[config.mk]
export PLATFORM = sky130hd
export DESIGN_NAME = muldiv_seq
export DESIGN_NICKNAME = d
export VERILOG_FILES = /design/src/rtl/muldiv_seq.sv
export SDC_FILE = /design/constraint.sdc
export NUM_CORES = 1
export LEC_CHECK = 0
export BUFFER_PORTS_ARGS = -buffer_cell sky130_fd_sc_hd__buf_4
export CAP_MARGIN = 15
export CORE_AREA = 8 8 225 173
export DETAILED_ROUTE_END_ITERATION = 7
export DIE_AREA = 0 0 233 181
export HOLD_SLACK_MARGIN = 0.06
export PLACE_DENSITY = 0.7
export SLEW_MARGIN = 10
export SYNTH_ARGS = -nofsm -noshare
export SYNTH_HDL_FRONTEND = slang
export SYNTH_SLANG_ARGS = --single-unit
export TNS_END_PERCENT = 1
[constraint.sdc]
create_clock -name Clk -period 8.2 [get_ports Clk]
set_input_delay 1.23 -clock Clk [delete_from_list [all_inputs] [get_ports Clk]]
set_output_delay 1.23 -clock Clk [all_outputs]
set_load 0.02 [all_outputs]
[src/rtl/muldiv_seq.sv]
// muldiv_seq: iterative 32x32 multiply / 32/32 divide unit.
// An operation takes one operand-latch edge, 32 RUN steps and one FIX step.
// The result lands in Hi/Lo together with a one-cycle Done pulse.
// Ports:
//   Clk, Reset (sync, active-low)
//   Start, OpDiv, OpUnsigned, Op1, Op2 : request, sampled only in IDLE
//   ReadHi, ReadLo                     : pipeline read attempts, used for Stall
//   Busy, Done, DivByZero              : status
//   Hi, Lo                             : result registers
//   Stall                              : combinational pipeline hold request
module muldiv_seq (
    input  logic        Clk,
    input  logic        Reset,
    input  logic        Start,
    input  logic        OpDiv,
    input  logic        OpUnsigned,
    input  logic [31:0] Op1,
    input  logic [31:0] Op2,
    input  logic        ReadHi,
    input  logic        ReadLo,
    output logic        Busy,
    output logic        Done,
    output logic [31:0] Hi,
    output logic [31:0] Lo,
    output logic        DivByZero,
    output logic        Stall
);

    typedef enum logic [1:0] {IDLE, RUN, FIX} state_e;

    state_e      state_q;
    logic [4:0]  cnt_q;
    logic        div_q, negq_q, negr_q, dbz_q;
    logic [31:0] op1_q;          // raw dividend, returned as Hi on divide-by-zero
    logic [31:0] opb_q;          // multiplicand (mult) or divisor (div) magnitude
    logic [31:0] acc_hi_q;       // product high half / partial remainder
    logic [31:0] acc_lo_q;       // multiplier bits / dividend-quotient shift reg
    logic [31:0] hi_q, lo_q;
    logic        done_q, dbzo_q;

    // Operand magnitudes and signs at Start
    logic        s1, s2;
    logic [31:0] a_mag, b_mag;
    always_comb begin
        s1    = ~OpUnsigned & Op1[31];
        s2    = ~OpUnsigned & Op2[31];
        a_mag = s1 ? -Op1 : Op1;
        b_mag = s2 ? -Op2 : Op2;
    end

    // One iteration step
    logic [32:0] sum, rsh, diff;
    logic [31:0] acc_hi_d, acc_lo_d;
    always_comb begin
        sum  = {1'b0, acc_hi_q} + (acc_lo_q[0] ? {1'b0, opb_q} : 33'd0);
        rsh  = {acc_hi_q, acc_lo_q[31]};
        diff = rsh - {1'b0, opb_q};
        if (!div_q) begin
            // shift-add: carry and sum shift right into the product
            acc_hi_d = sum[32:1];
            acc_lo_d = {sum[0], acc_lo_q[31:1]};
        end else if (!diff[32]) begin
            // restoring divide: subtraction fits, keep it and shift in a 1
            acc_hi_d = diff[31:0];
            acc_lo_d = {acc_lo_q[30:0], 1'b1};
        end else begin
            acc_hi_d = rsh[31:0];
            acc_lo_d = {acc_lo_q[30:0], 1'b0};
        end
    end

    // Sign correction applied in FIX
    logic [63:0] prod;
    logic [31:0] fix_hi, fix_lo;
    always_comb begin
        prod = {acc_hi_q, acc_lo_q};
        if (negq_q) prod = -prod;
        if (!div_q) begin
            fix_hi = prod[63:32];
            fix_lo = prod[31:0];
        end else if (dbz_q) begin
            fix_hi = op1_q;
            fix_lo = 32'hFFFF_FFFF;
        end else begin
            fix_hi = negr_q ? -acc_hi_q : acc_hi_q;
            fix_lo = negq_q ? -acc_lo_q : acc_lo_q;
        end
    end

    always_ff @(posedge Clk) begin
        if (!Reset) begin
            state_q  <= IDLE;
            cnt_q    <= '0;
            div_q    <= 1'b0;
            negq_q   <= 1'b0;
            negr_q   <= 1'b0;
            dbz_q    <= 1'b0;
            op1_q    <= '0;
            opb_q    <= '0;
            acc_hi_q <= '0;
            acc_lo_q <= '0;
            hi_q     <= '0;
            lo_q     <= '0;
            done_q   <= 1'b0;
            dbzo_q   <= 1'b0;
        end else begin
            done_q <= 1'b0;
            dbzo_q <= 1'b0;
            case (state_q)
                IDLE: if (Start) begin
                    div_q    <= OpDiv;
                    negq_q   <= s1 ^ s2;
                    negr_q   <= s1;
                    dbz_q    <= OpDiv & (Op2 == 32'd0);
                    op1_q    <= Op1;
                    opb_q    <= OpDiv ? b_mag : a_mag;
                    acc_hi_q <= '0;
                    acc_lo_q <= OpDiv ? a_mag : b_mag;
                    cnt_q    <= '0;
                    state_q  <= RUN;
                end
                RUN: begin
                    acc_hi_q <= acc_hi_d;
                    acc_lo_q <= acc_lo_d;
                    cnt_q    <= cnt_q + 5'd1;
                    if (cnt_q == 5'd31) state_q <= FIX;
                end
                FIX: begin
                    hi_q    <= fix_hi;
                    lo_q    <= fix_lo;
                    done_q  <= 1'b1;
                    dbzo_q  <= dbz_q;
                    state_q <= IDLE;
                end
                default: state_q <= IDLE;
            endcase
        end
    end

    assign Busy      = (state_q != IDLE);
    assign Done      = done_q;
    assign DivByZero = dbzo_q;
    assign Hi        = hi_q;
    assign Lo        = lo_q;
    assign Stall     = Busy & (ReadHi | ReadLo | Start);

endmodule

==> metrics.csv, run 1 <==
metric,value,unit
outcome,completed,
Skew-Pair Late Insertion Delay,0.53,ns
Tcrit/Tclk final,0.538,
pre-CTS WS,3.80,ns
clock sinks,205,
ANT nets after route,0,
Fin. Hold Viols,0,
Mapped Nets,2274,
slowest CP cell,o31ai_1,
Post-DP HPWL,44100,µm
cell taking the most area after synthesis,dfxtp_1,
crit path DAT,4.83,ns
"commonest non-fill, non-tap cells in the layout","nand2_1 (245), a21oi_1 (225), o21ai_0 (206), dfxtp_1 (203), nor2_1 (176)",
Nets,2300,
dominant cells by area after synthesis,"dfxtp_1 (26%), a21oi_1 (7.2%), o21ai_0 (6.6%)",
# IOs,139,
fin crit period,4.41,ns
number of flops mapped to enable cells by yosys,0,
Yosys cell types,71,
die area,42200,µm²
P per Cell Area,170,nW/µm²
CP top delay family,compound AO/OA/AOI/OAI gates,
Routed Wire Length,58400,µm
RePlAce Congestion,1.04,
Worst setup SP type,register,
RSZ-0062 raised after global routing,false,
Syn Inst Count,2131,
TritonCTS clock tree,built,
post-synthesis average cell area,7.33,µm²
worst hold margin,0.457,ns
CP Cell Sequence,"inv_1, ha_1, fa_1, nand2b_1, a21oi_1, o2111ai_1, o211ai_1, a31oi_1, o31ai_1, xor2_4, buf_4, a21oi_1, a221o_1",
post-route setup slack,3.79,ns
starting density of the core,0.442,
crit path capture type,register,
First DRT Iteration DRCs,1952,
Layout Skew,0.0111,ns
setup bufs post-CTS,0,
fin cells,2640,
WP buf/inv,2,
DR vias,16300,
HP Class,register to register,
Core Area,35400,µm²
critical path class,register to register,
Num CTS Buffers,23,
final setup vio count,0,
CTS resizes,0,
post-synth top area share,0.263,
relative slew slack,0.217,
root buf cell,clkbuf_16,
gr usage total,0.263,
FP Rows,60,
max-slew violation count,0,
CP max stage delay,0.58,ns
ys flop type,dfxtp_1,
Congestion Overflow GR,0,
wire per inst,22.1,µm
DRC viols,0,
#FFs+latches synth,205,
Max-Cap Viols,0,
clk slew on worst S/H paths,0.07,ns
width of the die,233,µm
PortBufs,138,
synthesized area,15600,µm²
global-route wire length before repair,89200,µm
"Req. time, crit path",8.62,ns
Post-synth ARST share,0,
"commonest non-fill, non-tap cell in the layout",nand2_1,
vias in the first global route,14900,
static leakage,7.16,nW
post-synthesis sequential area ratio,0.263,
Clock Path Buffers,3,
H-tree levels,1,
CTS Hold Bufs,0,
maximum vdd drop,0.189,mV
Vias/cell,6.19,
pin count of the biggest net entering global routing,84,
Worst-Margin Slew,1.16,ns
post-placement cell count,2597,
largest fanout on the critical path,31,
Ys Warns,0,
critical path's most frequent cell,a21oi_1,
Pre-antenna DRT Iters,8,
initial antenna violation count,6,
area delta synth->final,13.1,%
setup TNS,0,ns
layout cells sized above 1,0.105,
Die Height,181,µm
Max Fclk,227,MHz
[cell type report]
type / count / area, µm²
diodes: 2 / 5.00
clock buffers: 37 / 698
clock inverters: 4 / 95.1
fillers: 3543 / 17700
inverters: 65 / 244
multi-input cells: 1699 / 10700
flip-flops and latches: 205 / 4110
well taps: 465 / 582
repair buffers: 163 / 1220
[synthesized netlist by cell type (11+ instances only)]
master and instances:
a211oi_1 52, a21o_1 32, a21oi_1 225, a22oi_1 14, a31oi_1 27, and3_1 12, clkbuf_1 144, dfxtp_1 205
ha_1 70, inv_1 63, mux2i_1 68, nand2_1 246, nand2b_1 18, nand3_1 52, nand4_1 14, nor2_1 177
nor2b_1 18, nor3_1 30, nor4_1 16, o211ai_1 26, o21a_1 11, o21ai_0 206, o221ai_1 17, o31ai_1 28
or3_1 22, or4_1 11, xnor2_1 85, xor2_1 98
[worst paths after layout]
kind                startpoint           to  slack [ns]  cells past startpoint
setup reg to reg  acc_lo_q[31]  acc_hi_q[0]        3.79                     13
hold reg to reg      opb_q[20]    opb_q[20]        0.46                      2
hold / removal       opb_q[20]    opb_q[20]        0.46                      2
setup / recovery  acc_lo_q[31]  acc_hi_q[0]        3.79                     13
[registers in the layout, indices dropped and copies added (netlist names)]
register,count
dbz_q,1
Hi,32
acc_lo_q,32
Done,1
div_q,1
op1_q,32
cnt_q,5
opb_q,32
negq_q,1
negr_q,1
Lo,32
acc_hi_q,32
state_q,2
DivByZero,1
[cells by family after synthesis]
logic type               synth area share
multiplexers                       0.0472
AO/OA/AOI/OAI                       0.283
buffers and inverters              0.0556
flip-flops                          0.263
XOR/XNOR                            0.103
adder cells (fa/ha/maj)            0.0586
AND/OR/NAND/NOR                     0.191
[report_power, final]
group          total [mW]  switching (mW)  internal [mW]
logic               0.771           0.482          0.289
clock network        1.12           0.445          0.674
registers            1.12          0.0780           1.04
[per-stage QoR]
stage | util | instance area (µm²) | total power [mW]
floorplan | - | 15600 | 1.65
global placement | 0.477 | 16900 | 1.88
detailed placement | 0.477 | 16900 | 1.89
CTS | 0.499 | 17700 | 3.00
global route | 0.500 | 17700 | 3.13
finish | 0.500 | 17700 | 3.01
[routing by layer]
layer / routed length [µm] / share of wire / vias to the layer above / GRT usage
met5: 26 / 0.00045 / - / 0
li1: - / - / 7717 / -
met1: 26900 / 0.46 / 7814 / 0.383
met2: 24200 / 0.41 / 709 / 0.378
met4: 2010 / 0.034 / 4 / 0.0867
met3: 5250 / 0.090 / 97 / 0.0570
[tightest hold or removal path: stages (launching register included)]
cell	delay [ns]
dfxtp_1	0.31
nand2_1	0.05
a21oi_1	0.05
Note: power is estimated with default switching activity, not from simulation.
==> run 2, diff against run 1 <==
==> constraint.sdc (replaced) <==
create_clock -name Clk -period 4.2 [get_ports Clk]
set_input_delay 0.63 -clock Clk [delete_from_list [all_inputs] [get_ports Clk]]
set_output_delay 0.63 -clock Clk [all_outputs]
set_load 0.02 [all_outputs]
==> run 2 against run 1 <==
- total power rose by 95%
- critical path type unchanged
- flip-flop and latch count did not move
- critical endpoint is now Hi[23]
- die area did not move
- core utilization rose by 0.85 points
- cell area rose by 1.7%
==> metrics.csv, run 2 (synthesized netlist as in run 1, its figures left out) <==
metric,value,unit,change
outcome,completed,,
Fillers,3469,,-2.1%
Gate power share,0.283,,+0.027
"commonest non-fill, non-tap cells in the layout","nand2_1 (245), a21oi_1 (225), o21ai_0 (205), buf_4 (205), dfxtp_1 (203)",,
static leakage,7.36,nW,+2.9%
Post-DP HPWL,46200,µm,+4.8%
pin count of the biggest net entering global routing,84,,unchanged
wire per inst,22.8,µm,+2.9%
critical path's most frequent cell,or4_1,,
root buf cell,clkbuf_16,,
Net Switching,2.06,mW,+100%
CP top delay family,simple AND/OR/NAND/NOR gates,,
"Req. time, crit path",4.60,ns,-4.02 ns
Vias/cell,6.19,,about the same
Layout Skew,0.0115,ns,+0.000412 ns
setup bufs post-CTS,0,,unchanged
fin util,0.508,,+0.00853
setup TNS,0,ns,unchanged
relative slew slack,0.291,,+0.0738
largest fanout on the critical path,5,,-84%
layout cells sized above 1,0.125,,+0.0201
Skew-Pair Late Insertion Delay,0.54,ns,about the same
H-tree levels,1,,unchanged
WP buf/inv,1,,-1
Tcrit/Tclk final,0.968,,+0.429
Worst-Margin Slew,1.06,ns,-0.103 ns
RePlAce Congestion,0.986,,-5.1%
width of the die,233,µm,unchanged
Congestion Overflow GR,0,,unchanged
gr usage total,0.276,,+0.0126
crit path capture type,register,,
Clock Path Buffers,3,,unchanged
DR vias,16600,,+1.6%
cell area after layout,18000,µm²,+1.7%
FP Rows,60,,unchanged
DRC viols,0,,unchanged
First DRT Iteration DRCs,1767,,-9.5%
Nets,2344,,+1.9%
fin crit period,4.06,ns,-0.350 ns
RSZ-0062 raised after global routing,false,,
clk slew on worst S/H paths,0.07,ns,about the same
ANT nets after route,0,,unchanged
Die Height,181,µm,unchanged
final setup vio count,0,,unchanged
Sw Ratio,0.351,,+0.0167
critical path class,register to register,,
vias in the first global route,15100,,+1.3%
# IOs,139,,unchanged
Pre-antenna DRT Iters,6,,-2
TritonCTS clock tree,built,,
starting density of the core,0.442,,unchanged
Max Fclk,246,MHz,+8.6%
placed inst area,17200,µm²,+2.1%
"commonest non-fill, non-tap cell in the layout",nand2_1,,
max-slew violation count,0,,unchanged
Worst setup SP type,register,,
maximum vdd drop,0.336,mV,+77%
Fin. Hold Viols,0,,unchanged
die area,42200,µm²,unchanged
Flop pwr share,0.364,,-0.008
P per Cell Area,326,nW/µm²,+92%
clock sinks,205,,unchanged
Core Area,35400,µm²,unchanged
HP Class,input pin to register,,
slowest CP cell,or4_1,,
CP max stage delay,0.68,ns,+0.10 ns
Num CTS Buffers,23,,unchanged
global-route wire length before repair,91900,µm,+3.0%
PortBufs,138,,unchanged
area delta synth->final,15.0,%,
Clk pwr share,0.353,,-0.019
Cell Int Power,3.81,mW,+90%
crit path DAT,4.47,ns,-0.36 ns
CP Cell Sequence,"or4_1, nor4_2, nand3_1, or4_1, o31a_1, a21oi_1, o22a_1, nor2_1, a221oi_1, buf_4, o21ai_1",,
Max-Cap Viols,0,,unchanged
initial antenna violation count,3,,-3
Routed Wire Length,61100,µm,+4.6%
==> run 2: cell count changes in the layout (fill, tap and decap cells not counted), sizes merged <==
cell      before  now
buf          163  207
bufinv         3    1
clkbuf        37   29
clkinv         2    6
clkinvlp       0    3
inv           64   66
==> run 2: timing repair <==
| item | 4_1_cts | 5_1_grt |
|---|---|---|
| hold buffers | 0 | 0 |
| gates resized for setup | 0 | 1 |
| setup endpoints to repair | 0 | 2 |
==> run 2: worst min-delay path, stage by stage <==
cell,delay [ns]
buf_4,0.12
nand2_1,0.05
a21oi_1,0.05
==> run 2: cell type report <==
cell class,instances,area [µm²],share of cell area
diodes,2,5.00,0.000278
clock buffers,29,648,0.0361
flip-flops and latches,205,4110,0.229
well taps,465,582,0.0324
clock inverters,11,103,0.00571
repair buffers,207,1580,0.0879
inverters,65,244,0.0136
multi-input cells,1699,10700,0.595
==> run 2: final timing paths <==
kind / startpoint / slack (ns) / end / depth (start not counted)
setup / recovery: acc_lo_q[14] / 0.14 / Hi[23] / 11
hold / removal: Op1[28] / 0.37 / op1_q[28] / 3
setup reg to reg: acc_lo_q[14] / 0.14 / Hi[23] / 11
hold reg to reg: op1_q[26] / 0.46 / op1_q[26] / 2
==> run 2: power by group through the flow <==
stage | Combinational (mW) | Sequential (mW) | Clock (mW)
after floorplan | 1.08 | 2.13 | 0
after global placement | 1.58 | 2.17 | 0
after detailed placement | 1.60 | 2.17 | 0
after CTS | 1.61 | 2.13 | 2.10
after global routing | 1.78 | 2.14 | 2.17
final | 1.66 | 2.13 | 2.07
==> run 2: metal layers <==
metal  GRT usage  part of all wire
met1       0.399              0.46
met2       0.394              0.41
met3      0.0709              0.11
met4      0.0830             0.031
met5           0           0.00021
==> run 2: metrics by stage <==
stage / setup slack, ns / std cells / total power [mW] / hold WS, ns
CTS: 0.209 / 2681 / 5.83 / 0.348
global route: 0.00656 / 2683 / 6.09 / 0.373
floorplan: 0.873 / 2131 / 3.21 / 0.432
detailed placement: 0.229 / 2641 / 3.77 / 0.445
global placement: 0.294 / 2641 / 3.76 / 0.444
finish: 0.136 / 2683 / 5.86 / 0.368
